File: src/rtl/lcd_bus_ctrl.sv
// HD44780-style character-LCD bus controller: queued {rs,rwb,data} commands become
// E/RS/RW/DB bus cycles with tick-based phase timing, in 8-bit or 4-bit bus mode.
module lcd_bus_ctrl #(
  parameter int CLK_DIV    = 16,
  parameter int T_AS       = 1,
  parameter int T_PW       = 4,
  parameter int T_H        = 4,
  parameter int T_SETTLE   = 2,
  parameter int BUS4       = 0,
  parameter int FIFO_DEPTH = 4
) (
  input  logic       clk,
  input  logic       rstn,
  input  logic       cmd_valid,
  output logic       cmd_ready,
  input  logic       cmd_rs,
  input  logic       cmd_rwb,
  input  logic [7:0] cmd_data,
  output logic [7:0] rd_data,
  output logic       rd_valid,
  output logic       busy,
  output logic [7:0] lcd_db_out,
  input  logic [7:0] lcd_db_in,
  output logic       lcd_db_oe,
  output logic       lcd_rs,
  output logic       lcd_rwb,
  output logic       lcd_e,
  output logic [2:0] dbg_state
);

  localparam int  AW = $clog2(FIFO_DEPTH);
  localparam int  PW = $clog2(CLK_DIV);
  localparam bit  B4 = (BUS4 != 0);

  typedef enum logic [2:0] {
    S_IDLE   = 3'd0,
    S_SETUP  = 3'd1,
    S_EN     = 3'd2,
    S_HOLD   = 3'd3,
    S_SETTLE = 3'd4
  } state_t;

  state_t        state, state_nx;
  logic [9:0]    mem [FIFO_DEPTH];
  logic [AW:0]   wr_ptr, rd_ptr;
  logic          empty, full, push, pop;
  logic [PW-1:0] presc;
  logic [15:0]   tcnt, n_lim;
  logic          tick, done, entry;
  logic          rs_r, rwb_r, second;
  logic [7:0]    data_r;
  logic [3:0]    rd_hi;

  // Handshake: a command transfers on a rising clk edge where cmd_valid && cmd_ready;
  // cmd_ready depends only on FIFO occupancy, never on cmd_valid.
  assign empty     = (wr_ptr == rd_ptr);
  assign full      = (wr_ptr[AW] != rd_ptr[AW]) && (wr_ptr[AW-1:0] == rd_ptr[AW-1:0]);
  assign cmd_ready = !full;
  assign push      = cmd_valid && !full;
  assign pop       = (state == S_IDLE) && !empty;

  always_ff @(posedge clk) begin
    if (push) mem[wr_ptr[AW-1:0]] <= {cmd_rs, cmd_rwb, cmd_data};
  end

  always_ff @(posedge clk or negedge rstn) begin
    if (!rstn) begin
      wr_ptr <= '0;
      rd_ptr <= '0;
    end else begin
      if (push) wr_ptr <= wr_ptr + (AW+1)'(1);
      if (pop)  rd_ptr <= rd_ptr + (AW+1)'(1);
    end
  end

  assign tick = (presc == PW'(CLK_DIV - 1));

  always_comb begin
    n_lim = 16'd0;
    case (state)
      S_SETUP:  n_lim = 16'(T_AS - 1);
      S_EN:     n_lim = 16'(T_PW - 1);
      S_HOLD:   n_lim = 16'(T_H - 1);
      S_SETTLE: n_lim = 16'(T_SETTLE - 1);
      default:  n_lim = 16'd0;
    endcase
  end

  assign done = (state != S_IDLE) && tick && (tcnt == n_lim);

  always_comb begin
    state_nx = state;
    case (state)
      S_IDLE:   if (!empty) state_nx = S_SETUP;
      S_SETUP:  if (done)   state_nx = S_EN;
      S_EN:     if (done)   state_nx = S_HOLD;
      S_HOLD:   if (done)   state_nx = (B4 && !second) ? S_SETUP : S_SETTLE;
      S_SETTLE: if (done)   state_nx = S_IDLE;
      default:              state_nx = S_IDLE;
    endcase
  end

  // Every transition changes state, so a state change marks a phase entry.
  assign entry = (state_nx != state);

  always_ff @(posedge clk or negedge rstn) begin
    if (!rstn) begin
      state <= S_IDLE;
      presc <= '0;
      tcnt  <= '0;
    end else begin
      state <= state_nx;
      if (entry) begin
        presc <= '0;
        tcnt  <= '0;
      end else if (state != S_IDLE) begin
        if (tick) begin
          presc <= '0;
          tcnt  <= tcnt + 16'd1;
        end else begin
          presc <= presc + PW'(1);
        end
      end
    end
  end

  always_ff @(posedge clk or negedge rstn) begin
    if (!rstn) begin
      rs_r     <= 1'b0;
      rwb_r    <= 1'b0;
      data_r   <= 8'h00;
      second   <= 1'b0;
      rd_hi    <= 4'h0;
      rd_data  <= 8'h00;
      rd_valid <= 1'b0;
    end else begin
      rd_valid <= 1'b0;
      if (pop) begin
        {rs_r, rwb_r, data_r} <= mem[rd_ptr[AW-1:0]];
        second <= 1'b0;
      end
      if (state == S_HOLD && state_nx == S_SETUP) second <= 1'b1;
      // Read data is taken on the last EN clk; the result lands as HOLD begins.
      if (state == S_EN && done && rwb_r) begin
        if (B4 && !second) begin
          rd_hi <= lcd_db_in[7:4];
        end else begin
          rd_data  <= B4 ? {rd_hi, lcd_db_in[7:4]} : lcd_db_in;
          rd_valid <= 1'b1;
        end
      end
    end
  end

  assign lcd_e      = (state == S_EN);
  assign lcd_db_oe  = !rwb_r && (state == S_SETUP || state == S_EN || state == S_HOLD);
  assign lcd_db_out = B4 ? {(second ? data_r[3:0] : data_r[7:4]), 4'h0} : data_r;
  assign lcd_rs     = rs_r;
  assign lcd_rwb    = rwb_r;
  assign busy       = (state != S_IDLE) || !empty;
  assign dbg_state  = state;

endmodule

File: config.mk
export PLATFORM = sky130hd
export DESIGN_NAME = lcd_bus_ctrl
export DESIGN_NICKNAME = d
export VERILOG_FILES = /design/src/rtl/lcd_bus_ctrl.sv
export SDC_FILE = /design/constraint.sdc
export NUM_CORES = 1
export LEC_CHECK = 0
export ABC_CLOCK_PERIOD_IN_PS = 3280
export BUFFER_PORTS_ARGS = -buffer_cell sky130_fd_sc_hd__buf_2
export CORE_ASPECT_RATIO = 2
export CORE_MARGIN = 10
export CORE_UTILIZATION = 30
export DETAILED_ROUTE_END_ITERATION = 10
export PLACE_DENSITY = 0.51
export SYNTH_ARGS = -nofsm -noshare
export SYNTH_HDL_FRONTEND = slang
export SYNTH_SLANG_ARGS = --single-unit
File: constraint.sdc
create_clock -name clk -period 3.28 [get_ports clk]
set_clock_uncertainty 0.1 [all_clocks]
set_input_delay 0.164 -clock clk [delete_from_list [all_inputs] [get_ports clk]]
set_output_delay 0.164 -clock clk [all_outputs]
set_load 0.005 [all_outputs]
==> results.md, run 1 <==
* Outcome: finished clean
* Drt via density at 4.747
* Cts bufs inserted at 9
* Starting Density at 30.60%
* Fmax at 0.3940 GHz
* I/O pin cnt at 47
* Hpwl dp at 6.018 mm
* Slew @ Worst Pin at 1.023 ns
* Kind of critical path: register to register
* CTS tree: built
* Antenna violations before repair at 0
* Vias in the first global route at 2550
* Final Max Slew Viols at 0
* Leading area contributor after synthesis: dfrtp_1
* Worst Path Max Fanout at 13
* Clock Pin Slew Worst Setup and Hold Paths at 0.06 ns
* Post-synth top area share at 31.27%
* Root Driver: clkbuf_16
* Initial DRC count at 59
* Fin cells at 495
* Clk_lat worst skew at 0.34 ns
* Row count at 58
* Max-cap viol count at 0
* Fin nets at 368
* Synth async-reset ratio at 54.55%
* YS warnings at 0
* Full die area at 18000 µm²
* Area Growth Syn to Fin at 23.29%
* Most Used Layer, Global Route: met2
* Setup Viol. Count Final at 0
* Die width at 100.0 µm
* Placed cell count at 460
* Fin Setup TNS at 0 ns
* CTS H-Tree Depth at 3
* DP Worst Slack at 0.7107 ns
* Top cells by area, synth: dfrtp_1 31%, edfxtp_1 31%, mux4_2 5.9%
* Simple-Gate Fraction of Synth Area at 12.83%
* Post-CTS sizing at 0
* Met3 GRT Util at 1.767%
* Multiplexer area fraction after synthesis at 12.48%
* Core ar. at 12550 µm²
* GRT Overall Usage at 9.708%
* VDD IR max at 0.4510 mV
* Mean post-synth cell area at 14.50 µm²
* RSZ-0062 raised after global routing: false
* Final wirelength at 8.313 mm
* Clock buffer depth at 2
* Average wire per standard cell at 16.79 µm
* Fin. Hold Viols at 0
* Static Leak at 1.979 nW
* Area of the mapped netlist at 3841 µm²
* Synth Area in Adders at 2.280%
* Post-Synth XOR/XNOR Area at 6.352%
* Post-synth EDFFs at 40
* Clock net sink count at 88
* Syn_nets at 293
* Largest net degree at the start of global routing at 44
* Detailed Routing Iterations Pass 1 at 4
* Fraction of layout cells with a size suffix above 1 at 31.01%
* Met2 usage at 17.58%
* Worst slew margin at 31.79%
* Critical path required time at 3.40 ns
* Gr ovfl total at 0
* Post-synthesis cell type count at 46
* Synth Flop Type: dfrtp_1
* Final WS setup at 0.7420 ns
* Global routing usage on met1 at 10.49%
* Final ANT Viol Nets at 0
* Flop and latch count out of synthesis at 88
* CP endpoint kind: register
* PortBufs at 46
* Hold Crit Class: primary input to register
* Die height at 180.0 µm
* DRC at 0
* Compound-cell area share of the yosys netlist at 2.378%
* Antenna cells at 0
* Total number of vias at 2350
* Syn Inst Count at 265
* P per Cell Area at 745.5 nW/µm²
* Post-route minimum period at 2.538 ns
* Largest family of logic cells by synthesized area: simple AND/OR/NAND/NOR gates
* Crit path launch type: register
* Crit path DAT at 2.66 ns
* GP Congestion at 0.7752
* Final period utilization at 77.38%
* First-pass GRT wire length at 13.74 mm
* Seq/Total Area, Yosys at 62.54%
-- critical path, stage by stage (launching register included) --
cell and delay [ns]:
dfrtp_1 0.54, or3b_2 0.50, and2_1 0.22, xnor2_2 0.18
nor3_4 0.53, mux2_4 0.35
-- path summary, 6_finish.rpt --
kind / slack, ns / cells past startpoint / from / end
worst max-delay path: 0.74 / 5 / dbg_state[2] / rd_data[5]
worst min-delay path: 0.19 / 3 / cmd_valid / wr_ptr[0]
worst max register to register: 0.74 / 5 / dbg_state[2] / rd_data[5]
worst min register to register: 0.39 / 1 / rd_ptr[2] / rd_ptr[2]
max in group asynchronous: 1.93 / 3 / rstn / tcnt[1]
min in group asynchronous: 0.45 / 2 / rstn / presc[2]
-- timing repair --
action                    in CTS  in global routing
setup buffers                  0                  0
hold endpoints to repair      90                  0
hold buffers                  19                  0
-- sequential cells by signal, indices dropped and copies added (netlist names) --
signal	count
rd_valid	1
tcnt	16
wr_ptr	3
presc	4
lcd_db_out	8
dbg_state	3
rd_data	8
mem	40
lcd_rwb	1
rd_ptr	3
lcd_rs	1
-- layout by cell type (no fill, tap or decap), types with 3 or more instances in the layout --
cell,count
and3_1,3
a21oi_1,3
nand3_1,9
xnor2_1,13
and2_1,5
dfrtp_1,48
dlygate4sd3_1,19
nor4_1,4
or4_1,4
mux2_2,11
clkbuf_16,9
buf_4,6
xor2_1,13
nor3_1,4
mux4_2,10
nand2_1,15
nor2_1,25
edfxtp_1,40
ha_1,7
mux2_4,8
buf_2,46
inv_1,4
-- cell type report --
cell class / instances / area, µm²
Tap cell: 150 / 187.7
Sequential cell: 88 / 2402
Clock buffer: 9 / 225.2
Fill cell: 1208 / 7819
Clock inverter: 7 / 45.04
Inverter: 4 / 15.01
Multi-Input combinational cell: 166 / 1395
Timing Repair Buffer: 71 / 465.4
-- cell usage after synthesis, types with 2 or more instances --
| cell | number |
|---|---|
| nor2_1 | 25 |
| xor2_1 | 13 |
| edfxtp_1 | 40 |
| mux2_4 | 8 |
| or3_1 | 2 |
| nand3_1 | 9 |
| and4_2 | 2 |
| nand2_1 | 15 |
| buf_2 | 2 |
| nand2b_1 | 2 |
| ha_1 | 7 |
| clkbuf_1 | 4 |
| or4_1 | 4 |
| o21ai_0 | 2 |
| nor3_2 | 2 |
| mux4_2 | 10 |
| nor3_1 | 4 |
| and2_1 | 5 |
| nand4_1 | 2 |
| and3_1 | 3 |
| nor4b_1 | 2 |
| xnor2_1 | 13 |
| a21oi_1 | 3 |
| mux2_2 | 11 |
| nor4_1 | 4 |
| inv_1 | 4 |
| dfrtp_1 | 48 |
-- kinds of logic after synthesis --
group,count (synthesis)
simple gates,89
flops,88
mux,30
xor+xnor,27
compound gates,13
buf+inv,11
fa+ha+maj,7
-- metrics by stage --
| stage | cell area [µm²] | power, mW | hold slack, ns | util, % |
|---|---|---|---|---|
| 3_5_place_dp | 4275 | 2.650 | 0.2828 | 34.05 |
| 5_1_grt | 4736 | 3.776 | 0.2231 | 37.72 |
| 4_1_cts | 4736 | 3.611 | 0.1920 | 37.72 |
| 6_report | 4736 | 3.530 | 0.1901 | 37.72 |
| 3_3_place_gp | 4275 | 2.625 | 0.2773 | 34.05 |
| 2_1_floorplan | 3841 | 2.263 | -0.2316 | - |
-- power by group --
| part | internal, mW | total (mW) | switching, mW |
|---|---|---|---|
| Combinational | 0.479 | 1.01 | 0.528 |
| Sequential | 1.43 | 1.59 | 0.159 |
| Clock | 0.512 | 0.933 | 0.421 |
-- metal layers --
layer / share of wire [%] / wire (µm)
met3: 3.0 / 249
met2: 57 / 4698
met5: 0 / 0
met1: 39 / 3215
met4: 1.8 / 150
(Power assumes the default switching activity.)
==> run 2, diff against run 1 <==
--- a/config.mk
+++ b/config.mk
@@ -5,7 +5,7 @@
 export SDC_FILE = /design/constraint.sdc
 export NUM_CORES = 1
 export LEC_CHECK = 0
-export ABC_CLOCK_PERIOD_IN_PS = 3280
+export ABC_CLOCK_PERIOD_IN_PS = 2400
 export BUFFER_PORTS_ARGS = -buffer_cell sky130_fd_sc_hd__buf_2
 export CORE_ASPECT_RATIO = 2
 export CORE_MARGIN = 10
==> constraint.sdc (replaced) <==
create_clock -name clk -period 2.4 [get_ports clk]
set_clock_uncertainty 0.1 [all_clocks]
set_input_delay 0.12 -clock clk [delete_from_list [all_inputs] [get_ports clk]]
set_output_delay 0.12 -clock clk [all_outputs]
set_load 0.005 [all_outputs]
==> run 2 against run 1 <==
  * Core utilization rose by 1.5 points
  * Flip-flop and latch count unchanged
  * Die area is the same
  * Clock-buffer cell count did not move
  * Global-route usage up 0.11 points
  * Critical path type unchanged
  * Maximum frequency is 12% higher
  * Final area increased by 4.0%
  * Routed wire length is 1.3% higher
  * Register-to-register slack worse by 0.60 ns
  * Sequential share of layout area fell by 1.9 points
  * Combinational power grew 47%
  * Worst hold slack worse by 0.054 ns
==> results.md, run 2 (synthesis gave the netlist of run 1 again) <==
* Max FFs per register at 40 (unchanged)
* Fraction of layout cells with a size suffix above 1 at 34.54% (was 31.01%)
* Full die area at 18000 µm² (unchanged)
* Cts bufs inserted at 9 (unchanged)
* Largest net degree at the start of global routing at 49 (was 44)
* Crit path launch type: register (unchanged)
* Core ar. at 12550 µm² (unchanged)
* Hold Crit Class: primary input to register (unchanged)
* Commonest non-fill, non-tap cell in the layout: dfrtp_1 (unchanged)
* Crit path DAT at 2.38 ns (was 2.66 ns)
* Fmax at 0.4432 GHz (was 0.3940 GHz)
* Gr ovfl total at 0 (unchanged)
* CTS H-Tree Depth at 3 (unchanged)
* Fin nets at 382 (was 368)
* Fill cells at 1219 (was 1208)
* Final Max Slew Viols at 0 (unchanged)
* Antenna cells at 0 (unchanged)
* P per Cell Area at 1029 nW/µm² (was 745.5 nW/µm²)
* Average wire per standard cell at 16.55 µm (was 16.79 µm)
* Fin. Hold Viols at 0 (unchanged)
* GP Congestion at 0.7398 (was 0.7752)
* Clk_lat worst skew at 0.34 ns (about the same)
* Antenna violations before repair at 0 (unchanged)
* Kind of critical path: register to register (unchanged)
* PortBufs at 46 (unchanged)
* Fin Setup TNS at 0 ns (unchanged)
* First-pass GRT wire length at 13.90 mm (was 13.74 mm)
* Post-route minimum period at 2.256 ns (was 2.538 ns)
* Final Hold Slack at 0.1365 ns (was 0.1901 ns)
* Clock Pin Slew Worst Setup and Hold Paths at 0.07 ns (was 0.06 ns)
* Clock net sink count at 88 (unchanged)
* RSZ-0062 raised after global routing: false (unchanged)
* Static Leak at 2.078 nW (was 1.979 nW)
* Worst Path Max Fanout at 9 (was 13)
* Root Driver: clkbuf_16 (unchanged)
* GRT Overall Usage at 9.820% (was 9.708%)
* Critical path required time at 2.53 ns (was 3.40 ns)
* DRC at 0 (unchanged)
* Area Growth Syn to Fin at 28.21% (was 23.29%)
* Post-CTS Setup Repair Bufs at 0 (unchanged)
* Clock buffer depth at 2 (unchanged)
* CTS tree: built (unchanged)
* Slew @ Worst Pin at 0.5878 ns (was 1.023 ns)
* CP endpoint kind: register (unchanged)
* Initial DRC count at 95 (was 59)
* Outcome: finished clean (unchanged)
* Final wirelength at 8.422 mm (was 8.313 mm)
* Vias in the first global route at 2677 (was 2550)
* Multi-input gate area at 1415 µm² (was 1395 µm²)
* Die height at 180.0 µm (unchanged)
* Starting Density at 30.60% (unchanged)
* Sequential Area at 2402 µm² (unchanged)
* Most frequent cells in the layout: 48 x dfrtp_1, 46 x buf_2, 40 x edfxtp_1, 25 x nor2_1, 19 x dlygate4sd3_1 (unchanged)
* I/O pin cnt at 47 (unchanged)
* Setup Viol. Count Final at 0 (unchanged)
* Hpwl dp at 5.945 mm (was 6.018 mm)
* Max-cap viol count at 0 (unchanged)
* Drt via density at 4.719 (was 4.747)
* Final period utilization at 94.02% (was 77.38%)
* Die width at 100.0 µm (unchanged)
* Row count at 58 (unchanged)
* VDD IR max at 0.5571 mV (was 0.4510 mV)
* Worst slew margin at 60.40% (was 31.79%)
* Detailed Routing Iterations Pass 1 at 4 (unchanged)
* Final ANT Viol Nets at 0 (unchanged)
* Total number of vias at 2402 (was 2350)
run 2: repair_timing:
item                                   4_1_cts  5_1_grt
hold buffers                                19        0
endpoints found under the hold margin       96        0
setup endpoints to repair                    0       19
resized for setup                            0        3
run 2: layout make-up:
cell class / count / share of cell area [%]
Clock inverter: 7 / 1.702
Inverter: 4 / 0.3049
Timing Repair Buffer: 85 / 12.09
Sequential cell: 88 / 48.78
Multi-Input combinational cell: 166 / 28.73
Tap cell: 150 / 3.811
Clock buffer: 9 / 4.573
run 2: worst max-delay path, stage by stage, from the launching register on:
cell and delay, ns:
dfrtp_1 0.39, or4_1 0.55, nor2_1 0.16, nand4_2 0.20, nor3_4 0.27, buf_12 0.17, mux2_4 0.30
run 2: layer usage:
metal | GRT usage, % | routed length, µm
met1 | 9.805 | 3167
met2 | 18.60 | 4858
met3 | 1.920 | 252
met4 | 4.261 | 143
met5 | 0 | 0
run 2: path summary, 6_finish.rpt:
check	slack (ns)	endpoint	from	cells after the start
min	0.14	wr_ptr[0]	cmd_valid	3
max	0.14	rd_data[7]	tcnt[2]	6
max in group asynchronous	1.76	tcnt[6]	rstn	3
max reg2reg	0.14	rd_data[7]	tcnt[2]	6
min reg2reg	0.39	wr_ptr[2]	wr_ptr[2]	1
min in group asynchronous	0.18	lcd_db_out[7]	rstn	3
run 2: power breakdown:
group          switching (mW)  total, mW  internal, mW  leakage, nW
registers               0.189       2.14          1.95        0.990
logic                   0.774       1.48         0.709        0.939
clock network           0.619       1.45         0.827        0.149
run 2: stage by stage:
step	cells	setup slack, ns	util [%]	cell area, µm²	power [mW]
finish	509	0.1436	39.23	4925	5.069
CTS	509	0.007683	39.07	4905	5.149
global placement	474	0.04440	35.09	4405	3.618
global route	509	0.02625	39.23	4925	5.418
detailed placement	474	0.02342	35.09	4405	3.656
floorplan	265	0.02525	-	3841	3.092
==> run 3, diff against run 2 <==
--- a/config.mk
+++ b/config.mk
@@ -5,13 +5,13 @@
 export SDC_FILE = /design/constraint.sdc
 export NUM_CORES = 1
 export LEC_CHECK = 0
-export ABC_CLOCK_PERIOD_IN_PS = 2400
+export ABC_CLOCK_PERIOD_IN_PS = 2000
 export BUFFER_PORTS_ARGS = -buffer_cell sky130_fd_sc_hd__buf_2
 export CORE_ASPECT_RATIO = 2
 export CORE_MARGIN = 10
 export CORE_UTILIZATION = 30
 export DETAILED_ROUTE_END_ITERATION = 10
-export PLACE_DENSITY = 0.51
+export PLACE_DENSITY = 0.52
 export SYNTH_ARGS = -nofsm -noshare
 export SYNTH_HDL_FRONTEND = slang
 export SYNTH_SLANG_ARGS = --single-unit
==> constraint.sdc (replaced) <==
create_clock -name clk -period 2 [get_ports clk]
set_clock_uncertainty 0.1 [all_clocks]
set_input_delay 0.1 -clock clk [delete_from_list [all_inputs] [get_ports clk]]
set_output_delay 0.1 -clock clk [all_outputs]
set_load 0.005 [all_outputs]
==> run 3 against run 2 <==
  * The flow now finishes with violations (negative setup slack)
  * Final area rose by 7.5%
  * First-iteration DRC count rose by 3.2%
  * Clock power rose by 14%
  * Highest routed layer unchanged
  * Flip-flop and latch count did not move
  * Sequential power rose by 20%
==> results.md, run 3 (synthesis gave the netlist of run 1 again) <==
* Outcome: finished with violations (was finished clean)
* Violated checks: negative setup slack
* Detailed Routing Iterations Pass 1 at 4 (unchanged)
* Area Growth Syn to Fin at 37.88% (was 28.21%)
* Cts bufs inserted at 9 (unchanged)
* Fmax at 0.4812 GHz (was 0.4432 GHz)
* Setup Viol. Count Final at 26 (was 0)
* Antenna cells at 0 (unchanged)
* GP Congestion at 0.7503 (was 0.7398)
* Kind of critical path: register to register (unchanged)
* Crit path DAT at 2.20 ns (was 2.38 ns)
* Max-cap viol count at 0 (unchanged)
* RSZ-0062 raised after global routing: true (was false)
* CP endpoint kind: register (unchanged)
* Slew @ Worst Pin at 0.4779 ns (was 0.5878 ns)
* Placed cell count at 508 (was 474)
* Worst Path Max Fanout at 9 (unchanged)
* Final wirelength at 8.787 mm (was 8.422 mm)
* Fill cells at 1160 (was 1219)
* Clock net sink count at 88 (unchanged)
* Reg-to-reg slack, setup at -0.08 ns (was 0.14 ns)
* P per Cell Area at 1227 nW/µm² (was 1029 nW/µm²)
* CTS tree: built (unchanged)
* Fin Setup TNS at -1.194 ns (was 0 ns)
* Worst R2R Path Depth at 6 (unchanged)
* Post-route minimum period at 2.078 ns (was 2.256 ns)
* Crit path largest cell delay at 0.47 ns (was 0.55 ns)
* DRC at 0 (unchanged)
* DP Worst Slack at -0.1847 ns (was 0.02342 ns)
* Critical Path Source: dbg_state[1] (was tcnt[2])
* Critical path required time at 2.12 ns (was 2.53 ns)
* Hold Crit Class: primary input to asynchronous set/reset pin (was primary input to register)
* Die width at 100.0 µm (unchanged)
* Final instance area at 5296 µm² (was 4925 µm²)
* Gr ovfl total at 0 (unchanged)
* Fin. Hold Viols at 0 (unchanged)
* Average wire per standard cell at 16.21 µm (was 16.55 µm)
* Worst slew margin at 68.14% (was 60.40%)
* Largest net degree at the start of global routing at 20 (was 49)
* Initial DRC count at 98 (was 95)
* VDD IR max at 0.7178 mV (was 0.5571 mV)
* GRT Overall Usage at 10.09% (was 9.820%)
* Post-CTS Setup Repair Bufs at 0 (unchanged)
* Worst setup path endpoint: rd_data[0] (was rd_data[7])
* Final Max Slew Viols at 0 (unchanged)
* Fin cells at 542 (was 509)
* FF-to-FF End: rd_data[0] (was rd_data[7])
* I/O pin cnt at 47 (unchanged)
* Root Driver: clkbuf_16 (unchanged)
* Most frequent cells in the layout: 47 x buf_4, 46 x buf_2, 45 x dfrtp_1, 40 x edfxtp_1, 23 x nor2_1 (was 48 x dfrtp_1, 46 x buf_2, 40 x edfxtp_1, 25 x nor2_1, 19 x dlygate4sd3_1)
* Drt via density at 4.718 (was 4.719)
* Worst reg2reg path startpoint: dbg_state[1] (was tcnt[2])
* Fraction of layout cells with a size suffix above 1 at 42.86% (was 34.54%)
* Row count at 58 (unchanged)
* Fin nets at 416 (was 382)
* Total number of vias at 2557 (was 2402)
* Die height at 180.0 µm (unchanged)
* Max FFs per register at 40 (unchanged)
* Final ANT Viol Nets at 0 (unchanged)
* Final WS setup at -0.07829 ns (was 0.1436 ns)
* CP max stage cell: dfrtp_2 (was or4_1)
* Core ar. at 12550 µm² (unchanged)
* First-pass GRT wire length at 14.31 mm (was 13.90 mm)
* PortBufs at 46 (unchanged)
* Vias in the first global route at 2829 (was 2677)
* CTS H-Tree Depth at 3 (unchanged)
* Clk_lat worst skew at 0.34 ns (about the same)
* Static Leak at 2.256 nW (was 2.078 nW)
* Worst-path cell chain: or3b_4 -> and2_4 -> xnor2_4 -> nor3_4 -> buf_12 -> mux2_4 (was or4_1 -> nor2_1 -> nand4_2 -> nor3_4 -> buf_12 -> mux2_4)
* Antenna violations before repair at 0 (unchanged)
* Area after DPL at 4733 µm² (was 4405 µm²)
* Crit path launch type: register (unchanged)
* Full die area at 18000 µm² (unchanged)
* Clock buffer depth at 2 (unchanged)
* Hpwl dp at 6.573 mm (was 5.945 mm)
* Starting Density at 30.60% (unchanged)
* Clock Pin Slew Worst Setup and Hold Paths at 0.07 ns (about the same)
* Commonest non-fill, non-tap cell in the layout: buf_4 (was dfrtp_1)
* Final period utilization at 103.9% (was 94.02%)
-- run 3: cell count changes in the layout (fill, tap and decap cells not counted), moves of 2 or more --
cell     before  now
buf_12        2    6
dfrtp_2       0    3
nor2_1       25   23
or4_4         0    3
inv_6         3    0
buf_4        18   47
nor3_2        2    0
nor3_4        1    3
dfrtp_1      48   45
or4_1         4    1
-- run 3: power breakdown --
part | internal [mW] | total [mW] | switching, mW
sequential | 2.35 | 2.57 | 0.227
combinational | 1.20 | 2.27 | 1.07
clock | 0.999 | 1.66 | 0.657
total | 4.55 | 6.50 | 1.95
-- run 3: per-layer routing --
layer	vias to the layer above	track usage [%]	share of wire [%]
met3	9	2.496	3.7
met5	-	0	0
li1	1216	-	-
met4	0	3.466	1.5
met1	1295	9.326	36
met2	37	20.00	59
-- run 3: final cells by class --
class	instances	area (µm²)	area share [%]
Clock buffer	11	242.7	4.583
Clock inverter	4	55.05	1.039
Inverter	4	15.01	0.2835
Multi-Input combinational cell	166	1485	28.04
Sequential cell	88	2406	45.43
Tap cell	150	187.7	3.544
Timing Repair Buffer	119	904.6	17.08
-- run 3: worst max-delay path: cells and delay by family (launching register included) --
kind,cells,cell delay [ns]
multiplexers,1,0.30
buffers and inverters,1,0.16
XOR/XNOR,1,0.13
flip-flops,1,0.47
AND/OR/NAND/NOR,3,0.81
-- run 3: worst min path at each step --
stage | slack (ns) | startpoint | depth (start not counted) | end
after global placement | -0.02 | rstn | 1 | presc[3]
after CTS | 0.18 | rstn | 2 | rd_data[4]
after global routing | 0.20 | rstn | 2 | rd_data[4]
final | 0.15 | rstn | 2 | rd_data[3]
after floorplan | -0.30 | rstn | 0 | dbg_state[0]
after detailed placement | -0.005 | rstn | 1 | presc[3]
-- run 3: repair_timing --
item                                    in CTS  in global routing
endpoints found under the setup margin      38                 38
gates resized for setup                      7                 13
gates cloned                                 0                  0
hold buffers                                19                  0
endpoints found under the hold margin       65                  0
pin swaps                                    3                  2
-- run 3: metrics by stage --
stage | hold WS [ns] | util [%] | total power [mW]
final | 0.1544 | 42.19 | 6.497
after global routing | 0.2040 | 42.19 | 6.876
after CTS | 0.1758 | 41.82 | 6.581
after detailed placement | -0.005413 | 37.70 | 4.837
after global placement | -0.02073 | 37.70 | 4.779
after floorplan | -0.2956 | - | 3.777
